[config.mk]
export PLATFORM = sky130hd
export DESIGN_NAME = drive_pc_seq
export DESIGN_NICKNAME = d
export VERILOG_FILES = /design/src/rtl/drive_pc_pkg.sv /design/src/rtl/drive_pc_ch.sv /design/src/rtl/drive_pc_seq.sv
export SDC_FILE = /design/constraint.sdc
export NUM_CORES = 1
export LEC_CHECK = 0
export BUFFER_PORTS_ARGS = -buffer_cell sky130_fd_sc_hd__buf_2
export CAP_MARGIN = 25
export CORE_MARGIN = 2
export CORE_UTILIZATION = 59
export DETAILED_ROUTE_END_ITERATION = 7
export PLACE_DENSITY = 0.85
export RECOVER_POWER = 25
export SYNTH_ARGS = -nofsm -noshare
export SYNTH_HDL_FRONTEND = slang
export SYNTH_HIERARCHICAL = 1
export SYNTH_SLANG_ARGS = --single-unit
[constraint.sdc]
create_clock -name clk -period 3.2 [get_ports clk]
set_input_delay 0.48 -clock clk [delete_from_list [all_inputs] [get_ports clk]]
set_output_delay 0.48 -clock clk [all_outputs]
set_load 0.05 [all_outputs]
[src/rtl/drive_pc_pkg.sv]
// Shared definitions for the drive-circuit PC sequencer: channel state
// encodings and the default field widths of PC and loop-stack entries.
package drive_pc_pkg;

    typedef enum logic [1:0] {
        ST_IDLE = 2'd0,
        ST_RUN  = 2'd1,
        ST_DONE = 2'd2
    } ch_state_t;

    localparam int DEF_PC_WIDTH   = 11;
    localparam int DEF_NUM_CH     = 4;
    localparam int DEF_LOOP_WIDTH = 8;
    localparam int DEF_LOOP_DEPTH = 2;

endpackage

[src/rtl/drive_pc_ch.sv]
// One drive channel: IDLE/RUN/DONE FSM, PC register and a small hardware
// loop stack holding {return address, remaining repeats} per nesting level.
module drive_pc_ch
    import drive_pc_pkg::*;
#(
    parameter int PC_WIDTH   = DEF_PC_WIDTH,
    parameter int LOOP_WIDTH = DEF_LOOP_WIDTH,
    parameter int LOOP_DEPTH = DEF_LOOP_DEPTH
) (
    input  logic                  clk,
    input  logic                  rst,
    input  logic                  start,
    input  logic                  update_pc,
    input  logic                  jump_en,
    input  logic [PC_WIDTH-1:0]   jump_addr,
    input  logic                  loop_push,
    input  logic [LOOP_WIDTH-1:0] loop_cnt,
    input  logic                  loop_end,
    input  logic                  halt,
    output logic [PC_WIDTH-1:0]   pc,
    output logic                  running,
    output logic                  done,
    output logic                  loop_err
);

    localparam int SPW = $clog2(LOOP_DEPTH + 1);
    localparam int IW  = (LOOP_DEPTH > 1) ? $clog2(LOOP_DEPTH) : 1;
    localparam logic [SPW-1:0] SP_FULL = SPW'(LOOP_DEPTH);

    ch_state_t             state_q, state_d;
    logic [PC_WIDTH-1:0]   pc_q, pc_d;
    logic [SPW-1:0]        sp_q, sp_d;
    logic                  err_q, err_d;
    logic [PC_WIDTH-1:0]   addr_q [LOOP_DEPTH];
    logic [PC_WIDTH-1:0]   addr_d [LOOP_DEPTH];
    logic [LOOP_WIDTH-1:0] cnt_q  [LOOP_DEPTH];
    logic [LOOP_WIDTH-1:0] cnt_d  [LOOP_DEPTH];

    logic [PC_WIDTH-1:0]   pc_inc;
    logic [IW-1:0]         top_idx;
    logic [IW-1:0]         push_idx;

    assign pc_inc   = pc_q + 1'b1;
    assign top_idx  = IW'(sp_q - 1'b1);
    assign push_idx = IW'(sp_q);

    always_comb begin
        state_d = state_q;
        pc_d    = pc_q;
        sp_d    = sp_q;
        err_d   = err_q;
        addr_d  = addr_q;
        cnt_d   = cnt_q;
        case (state_q)
            ST_IDLE: begin
                pc_d = '0;
                if (start) begin
                    state_d = ST_RUN;
                    sp_d    = '0;
                    err_d   = 1'b0;
                end
            end
            ST_RUN: begin
                if (update_pc) begin
                    if (halt) begin
                        state_d = ST_DONE;
                        sp_d    = '0;
                    end else begin
                        if (jump_en) begin
                            pc_d = jump_addr;
                        end else if (loop_end) begin
                            pc_d = pc_inc;
                            if (sp_q == '0) begin
                                err_d = 1'b1;
                            end else if (cnt_q[top_idx] != '0) begin
                                pc_d           = addr_q[top_idx];
                                cnt_d[top_idx] = cnt_q[top_idx] - 1'b1;
                            end else begin
                                sp_d = sp_q - 1'b1;
                            end
                        end else begin
                            pc_d = pc_inc;
                        end
                        // A push alongside loop_end would race the pop, so it is rejected.
                        if (loop_push) begin
                            if (loop_end || sp_q == SP_FULL) begin
                                err_d = 1'b1;
                            end else begin
                                addr_d[push_idx] = pc_inc;
                                cnt_d[push_idx]  = loop_cnt;
                                sp_d             = sp_q + 1'b1;
                            end
                        end
                    end
                end
            end
            ST_DONE: begin
                if (start) begin
                    state_d = ST_RUN;
                    pc_d    = '0;
                    sp_d    = '0;
                    err_d   = 1'b0;
                end
            end
            default: begin
                state_d = ST_IDLE;
                pc_d    = '0;
                sp_d    = '0;
            end
        endcase
    end

    always_ff @(posedge clk or negedge rst) begin
        if (!rst) begin
            state_q <= ST_IDLE;
            pc_q    <= '0;
            sp_q    <= '0;
            err_q   <= 1'b0;
            for (int i = 0; i < LOOP_DEPTH; i++) begin
                addr_q[i] <= '0;
                cnt_q[i]  <= '0;
            end
        end else begin
            state_q <= state_d;
            pc_q    <= pc_d;
            sp_q    <= sp_d;
            err_q   <= err_d;
            addr_q  <= addr_d;
            cnt_q   <= cnt_d;
        end
    end

    assign pc       = pc_q;
    assign running  = (state_q == ST_RUN);
    assign done     = (state_q == ST_DONE);
    assign loop_err = err_q;

endmodule

[src/rtl/drive_pc_seq.sv]
// Multi-channel PC sequencer: one independent drive_pc_ch per channel,
// with the packed buses sliced per channel.
module drive_pc_seq
    import drive_pc_pkg::*;
#(
    parameter int PC_WIDTH   = DEF_PC_WIDTH,
    parameter int NUM_CH     = DEF_NUM_CH,
    parameter int LOOP_WIDTH = DEF_LOOP_WIDTH,
    parameter int LOOP_DEPTH = DEF_LOOP_DEPTH
) (
    input  logic                         clk,
    input  logic                         rst,
    input  logic [NUM_CH-1:0]            start,
    input  logic [NUM_CH-1:0]            update_pc,
    input  logic [NUM_CH-1:0]            jump_en,
    input  logic [NUM_CH*PC_WIDTH-1:0]   jump_addr,
    input  logic [NUM_CH-1:0]            loop_push,
    input  logic [NUM_CH*LOOP_WIDTH-1:0] loop_cnt,
    input  logic [NUM_CH-1:0]            loop_end,
    input  logic [NUM_CH-1:0]            halt,
    output logic [NUM_CH*PC_WIDTH-1:0]   PC,
    output logic [NUM_CH-1:0]            running,
    output logic [NUM_CH-1:0]            done,
    output logic [NUM_CH-1:0]            loop_err
);

    for (genvar gi = 0; gi < NUM_CH; gi++) begin : g_ch
        drive_pc_ch #(
            .PC_WIDTH   (PC_WIDTH),
            .LOOP_WIDTH (LOOP_WIDTH),
            .LOOP_DEPTH (LOOP_DEPTH)
        ) u_ch (
            .clk       (clk),
            .rst       (rst),
            .start     (start[gi]),
            .update_pc (update_pc[gi]),
            .jump_en   (jump_en[gi]),
            .jump_addr (jump_addr[gi*PC_WIDTH +: PC_WIDTH]),
            .loop_push (loop_push[gi]),
            .loop_cnt  (loop_cnt[gi*LOOP_WIDTH +: LOOP_WIDTH]),
            .loop_end  (loop_end[gi]),
            .halt      (halt[gi]),
            .pc        (PC[gi*PC_WIDTH +: PC_WIDTH]),
            .running   (running[gi]),
            .done      (done[gi]),
            .loop_err  (loop_err[gi])
        );
    end

endmodule

==> results by group <==
Outcome
  – Status: finished with violations
  – Violations in the final reports: capacitance limit, slew limit

Clock tree
  – Post-CTS setup buffer count: 0
  – Depth of the CTS H-tree: 1
  – Buffer depth of the longest clock path: 3
  – Clock sinks: roughly 220
  – Worst-skew pair later-pin latency: about 0.5 ns
  – Worst-path clk slew: 0.06 ns
  – CTS Root Buffer Type: sky130_fd_sc_hd__clkbuf_16
  – Inserted Clock Buffers: 24
  – TritonCTS clock tree: yes

Setup path
  – Crit path to: g_ch[0].u_ch/cnt_q[4]
  – Reg-to-reg setup timing slack: ~0.41 ns
  – Setup Crit Path Kind: reg2reg
  – Crit path capture type: register
  – Arrival time worst endpoint: about 3.2 ns
  – Launching element of the worst setup path: g_ch[0].u_ch/sp_q[0]
  – Crit path required time: 3.60 ns
  – CP Launch Type: register
  – Cell depth of the worst flop-to-flop path: 7
  – Endpoint of the lowest-slack register-to-register path: g_ch[0].u_ch/cnt_q[4]
  – Source of the worst register-to-register timing path: g_ch[0].u_ch/sp_q[0]
  – Maximum fanout count along the critical path: 10

Route
  – Via-to-Cell Ratio: 6.42
  – Via total after detailed routing: ~12000
  – Post-detailed-route DRC marker count: 0
  – Number of search-and-repair iterations in the first detailed-routing pass: 7
  – Post-route ant nets: 0
  – Overall routed net length: 34.8 mm
  – Number of design-rule violations left by the first detailed-router iteration: approximately 950
  – Average wire per standard cell: around 19 um

Timing
  – Count of endpoints failing hold in the final timing report: 0
  – RSZ-0062 raised after global routing: no
  – Setup TNS: 0 ns
  – Worst setup skew after layout: 0.0142 ns
  – Min cycle time layout: about 2.8 ns
  – Final worst-path cycle share: between 80% and 90%
  – Actual transition at the worst max-transition pin: 2.29 ns
  – Maximum clock rate: ~360 MHz
  – Setup violations, final: 0
  – Number of pins exceeding their max-slew limit in the final report: 84
  – Worst slew margin: -52.7%

Synthesis
  – Cell type with the largest total area after synthesis: sky130_fd_sc_hd__dfrtp_1
  – Sequential cell area fraction in the yosys report: about two fifths
  – Yosys warnings: 6
  – Syn nets: roughly 1500
  – FFs w/ async S/R, synth: 100%
  – Post-synthesis cell count: 1406
  – Post-Syn Area: roughly 13000 um2
  – Fraction of post-synthesis cell area in the top cell type by area: approximately two fifths
  – Post-synthesis cell type count: 100
  – Average cell area after synthesis: ~9.2 um2
  – Post-synth EDFFs: 0
  – Ranking of synthesized cells by area: sky130_fd_sc_hd__dfrtp_1 (42%), sky130_fd_sc_hd__nand2_1 (6.1%), sky130_fd_sc_hd__o21ai_0 (5.5%)
  – Flip-flop and latch count after synthesis: 216
  – Top flip-flop cell by instance count after synthesis: sky130_fd_sc_hd__dfrtp_1

Power
  – Worst ir drop on vdd: approximately 0.60 mV
  – Static leakage: 6.41 nW
  – Cell Pwr Density: ~830 nW/um2

Global routing
  – Overall track demand over capacity in global routing: around 30%
  – Most utilized layer in the global route result: met2
  – Global-route met2 utilization: around half
  – Overall overflow remaining after global route: 0
  – First-pass GRT wire length: approximately 58 mm
  – Vias in the first global route: between 10000 and 15000
  – Met1 usage: between 40% and 50%
  – Antenna violations before repair: 1
  – Maximum number of pins on one net before global-route repair: between 80 and 90
  – Grt met3 use: about 4.6%

Floorplan
  – Die Height: roughly 150 um
  – Placeable core region: ~22000 um2
  – Initial Utilization: about three fifths
  – Floorplan die width: 152 um
  – Number of core rows: 54
  – I/O pin total: 158
  – Die Outline Area: roughly 23000 um2

Layout
  – Final instance count without filler cells: roughly 1900
  – Most common cell after layout, fill and taps aside: sky130_fd_sc_hd__dfrtp_1
  – Share of final-layout standard cells stronger than drive strength 1: between 20% and 30%
  – Area added between synthesis and finish: 14.5%
  – Commonest cells after routing, fill and taps aside: sky130_fd_sc_hd__dfrtp_1 (216), sky130_fd_sc_hd__nand2_1 (211), sky130_fd_sc_hd__buf_2 (156)
  – Layout fillers: roughly 1700
  – Total Nets Final: roughly 1700

Placed design
  – Placed cells: ~1800
  – Post-DP HPWL: between 20 and 25 mm
  – Number of input and output port buffers inserted: ~160
  – Final weighted congestion of routability-driven global placement: approximately 0.9

Min path
  – Worst hold path class: in2reg
  – Number of cells on the worst hold path: 3
  – Worst hold path startpoint: start[2]

Job
  – Max-cap violation count: 1
## power breakdown
group	internal [mW]	switching (mW)	total, mW
sequential	3.47	0.942	4.41
clock	1.82	1.13	2.95
combinational	1.83	3.09	4.92
total	7.12	5.16	12.3
## how the worst min path moves through the flow
| stage | slack, ns | endpoint |
|---|---|---|
| 2_1_floorplan | 0.18 | g_ch[0].u_ch/addr_q[0] |
| 3_3_place_gp | 0.46 | g_ch[3].u_ch/addr_q[18] |
| 3_5_place_dp | 0.46 | g_ch[3].u_ch/loop_err |
| 4_1_cts | 0.20 | g_ch[2].u_ch/state_q[0] |
| 5_1_grt | 0.24 | g_ch[2].u_ch/cnt_q[15] |
| 6_report | 0.21 | g_ch[2].u_ch/state_q[0] |
## layout make-up
cell class	count	area [um2]	area share, %
clock inverter	9	151	1.02
timing repair buffer	186	1020	6.85
sequential	216	5410	36.4
antenna	1	2.50	0.0169
inverter	29	109	0.734
multi-input combinational	1095	7110	47.9
tap	280	350	2.36
clock buffer	34	689	4.65
## routing by layer
layer | vias to the layer above | wire (um)
met3 | 96 | 2470
met5 | - | 13
li1 | 5500 | -
met4 | 2 | 1050
met1 | 5779 | 14900
met2 | 508 | 16400
## critical path, stage by stage (launching register included)
cell and delay [ns]:
sky130_fd_sc_hd__dfrtp_1 0.53, sky130_fd_sc_hd__inv_2 0.19, sky130_fd_sc_hd__ha_1 0.29, sky130_fd_sc_hd__nor3b_1 0.53, sky130_fd_sc_hd__nand2_1 0.25, sky130_fd_sc_hd__nor2_1 0.40, sky130_fd_sc_hd__mux2i_1 0.15, sky130_fd_sc_hd__a221o_1 0.32
## sequential cells by signal, indices dropped and copies added, names as in the netlist
register	count
g_ch.u_ch/cnt_q	64
g_ch.u_ch/sp_q	8
g_ch.u_ch/loop_err	4
g_ch.u_ch/state_q	8
g_ch.u_ch/pc	44
g_ch.u_ch/addr_q	88
## Yosys cell counts, types with 4 or more instances
cell type                     n
sky130_fd_sc_hd__nor3_1      44
sky130_fd_sc_hd__o31ai_2      7
sky130_fd_sc_hd__a2bb2oi_1   11
sky130_fd_sc_hd__mux2i_1     24
sky130_fd_sc_hd__o221a_2      8
sky130_fd_sc_hd__nand2_1    211
sky130_fd_sc_hd__a22oi_1      5
sky130_fd_sc_hd__nor4_1       4
sky130_fd_sc_hd__o211a_1      6
sky130_fd_sc_hd__clkbuf_1    47
sky130_fd_sc_hd__and4bb_2     4
sky130_fd_sc_hd__o22ai_1     28
sky130_fd_sc_hd__nor4b_1      5
sky130_fd_sc_hd__o21ai_1     15
sky130_fd_sc_hd__o21a_1       6
sky130_fd_sc_hd__o221ai_1    20
sky130_fd_sc_hd__o211ai_1    17
sky130_fd_sc_hd__and3_1      17
sky130_fd_sc_hd__or3_1        8
sky130_fd_sc_hd__o21ai_0    142
sky130_fd_sc_hd__buf_4        4
sky130_fd_sc_hd__dfrtp_1    216
sky130_fd_sc_hd__nor2_1     104
sky130_fd_sc_hd__xor2_1      23
sky130_fd_sc_hd__inv_1       26
sky130_fd_sc_hd__o2111ai_1    8
sky130_fd_sc_hd__a21oi_1     41
sky130_fd_sc_hd__o32ai_1      6
sky130_fd_sc_hd__nand3_1     42
sky130_fd_sc_hd__mux2_2      22
sky130_fd_sc_hd__a211oi_1    13
sky130_fd_sc_hd__or4b_1       4
sky130_fd_sc_hd__buf_6        8
sky130_fd_sc_hd__nor2b_1     20
sky130_fd_sc_hd__a221o_1      4
sky130_fd_sc_hd__ha_1        16
sky130_fd_sc_hd__nand2b_1    14
sky130_fd_sc_hd__a32oi_1      8
sky130_fd_sc_hd__buf_2        4
sky130_fd_sc_hd__o31ai_1     21
sky130_fd_sc_hd__xnor2_1     30
sky130_fd_sc_hd__nor3b_1     18
sky130_fd_sc_hd__o22a_1      10
sky130_fd_sc_hd__nor3_2       5
sky130_fd_sc_hd__nand4_1     13
## cell families (layout without fill, tap and decap cells)
kind of cell | after synthesis | in the layout | synth area share, %
simple gates | 546 | 546 | 21.2
flops | 216 | 216 | 41.7
compound gates | 429 | 429 | 24.1
xor+xnor | 53 | 53 | 3.58
fa+ha+maj | 16 | 16 | 1.55
other cells | 0 | 1 | 0
buf+inv | 95 | 258 | 3.50
mux | 51 | 51 | 4.37
## what timing repair did
action                                  4_1_cts  5_1_grt
gates resized for setup                       0        0
hold endpoints to repair                      1        0
endpoints found under the setup margin        0        0
hold buffers                                  1        0
## per-stage QoR
stage / instance area (um2) / setup WS, ns / hold slack, ns / utilization [%] / total power [mW]
after floorplan: 13000 / 0.700 / 0.184 / - / 8.00
after global placement: 14000 / 0.685 / 0.457 / 64.5 / 9.08
after detailed placement: 14000 / 0.585 / 0.460 / 64.5 / 9.25
after CTS: 14800 / 0.501 / 0.197 / 68.4 / 12.2
after global routing: 14800 / 0.191 / 0.236 / 68.4 / 13.0
final: 14800 / 0.413 / 0.214 / 68.4 / 12.3
Note: power is estimated with default switching activity, not from simulation.
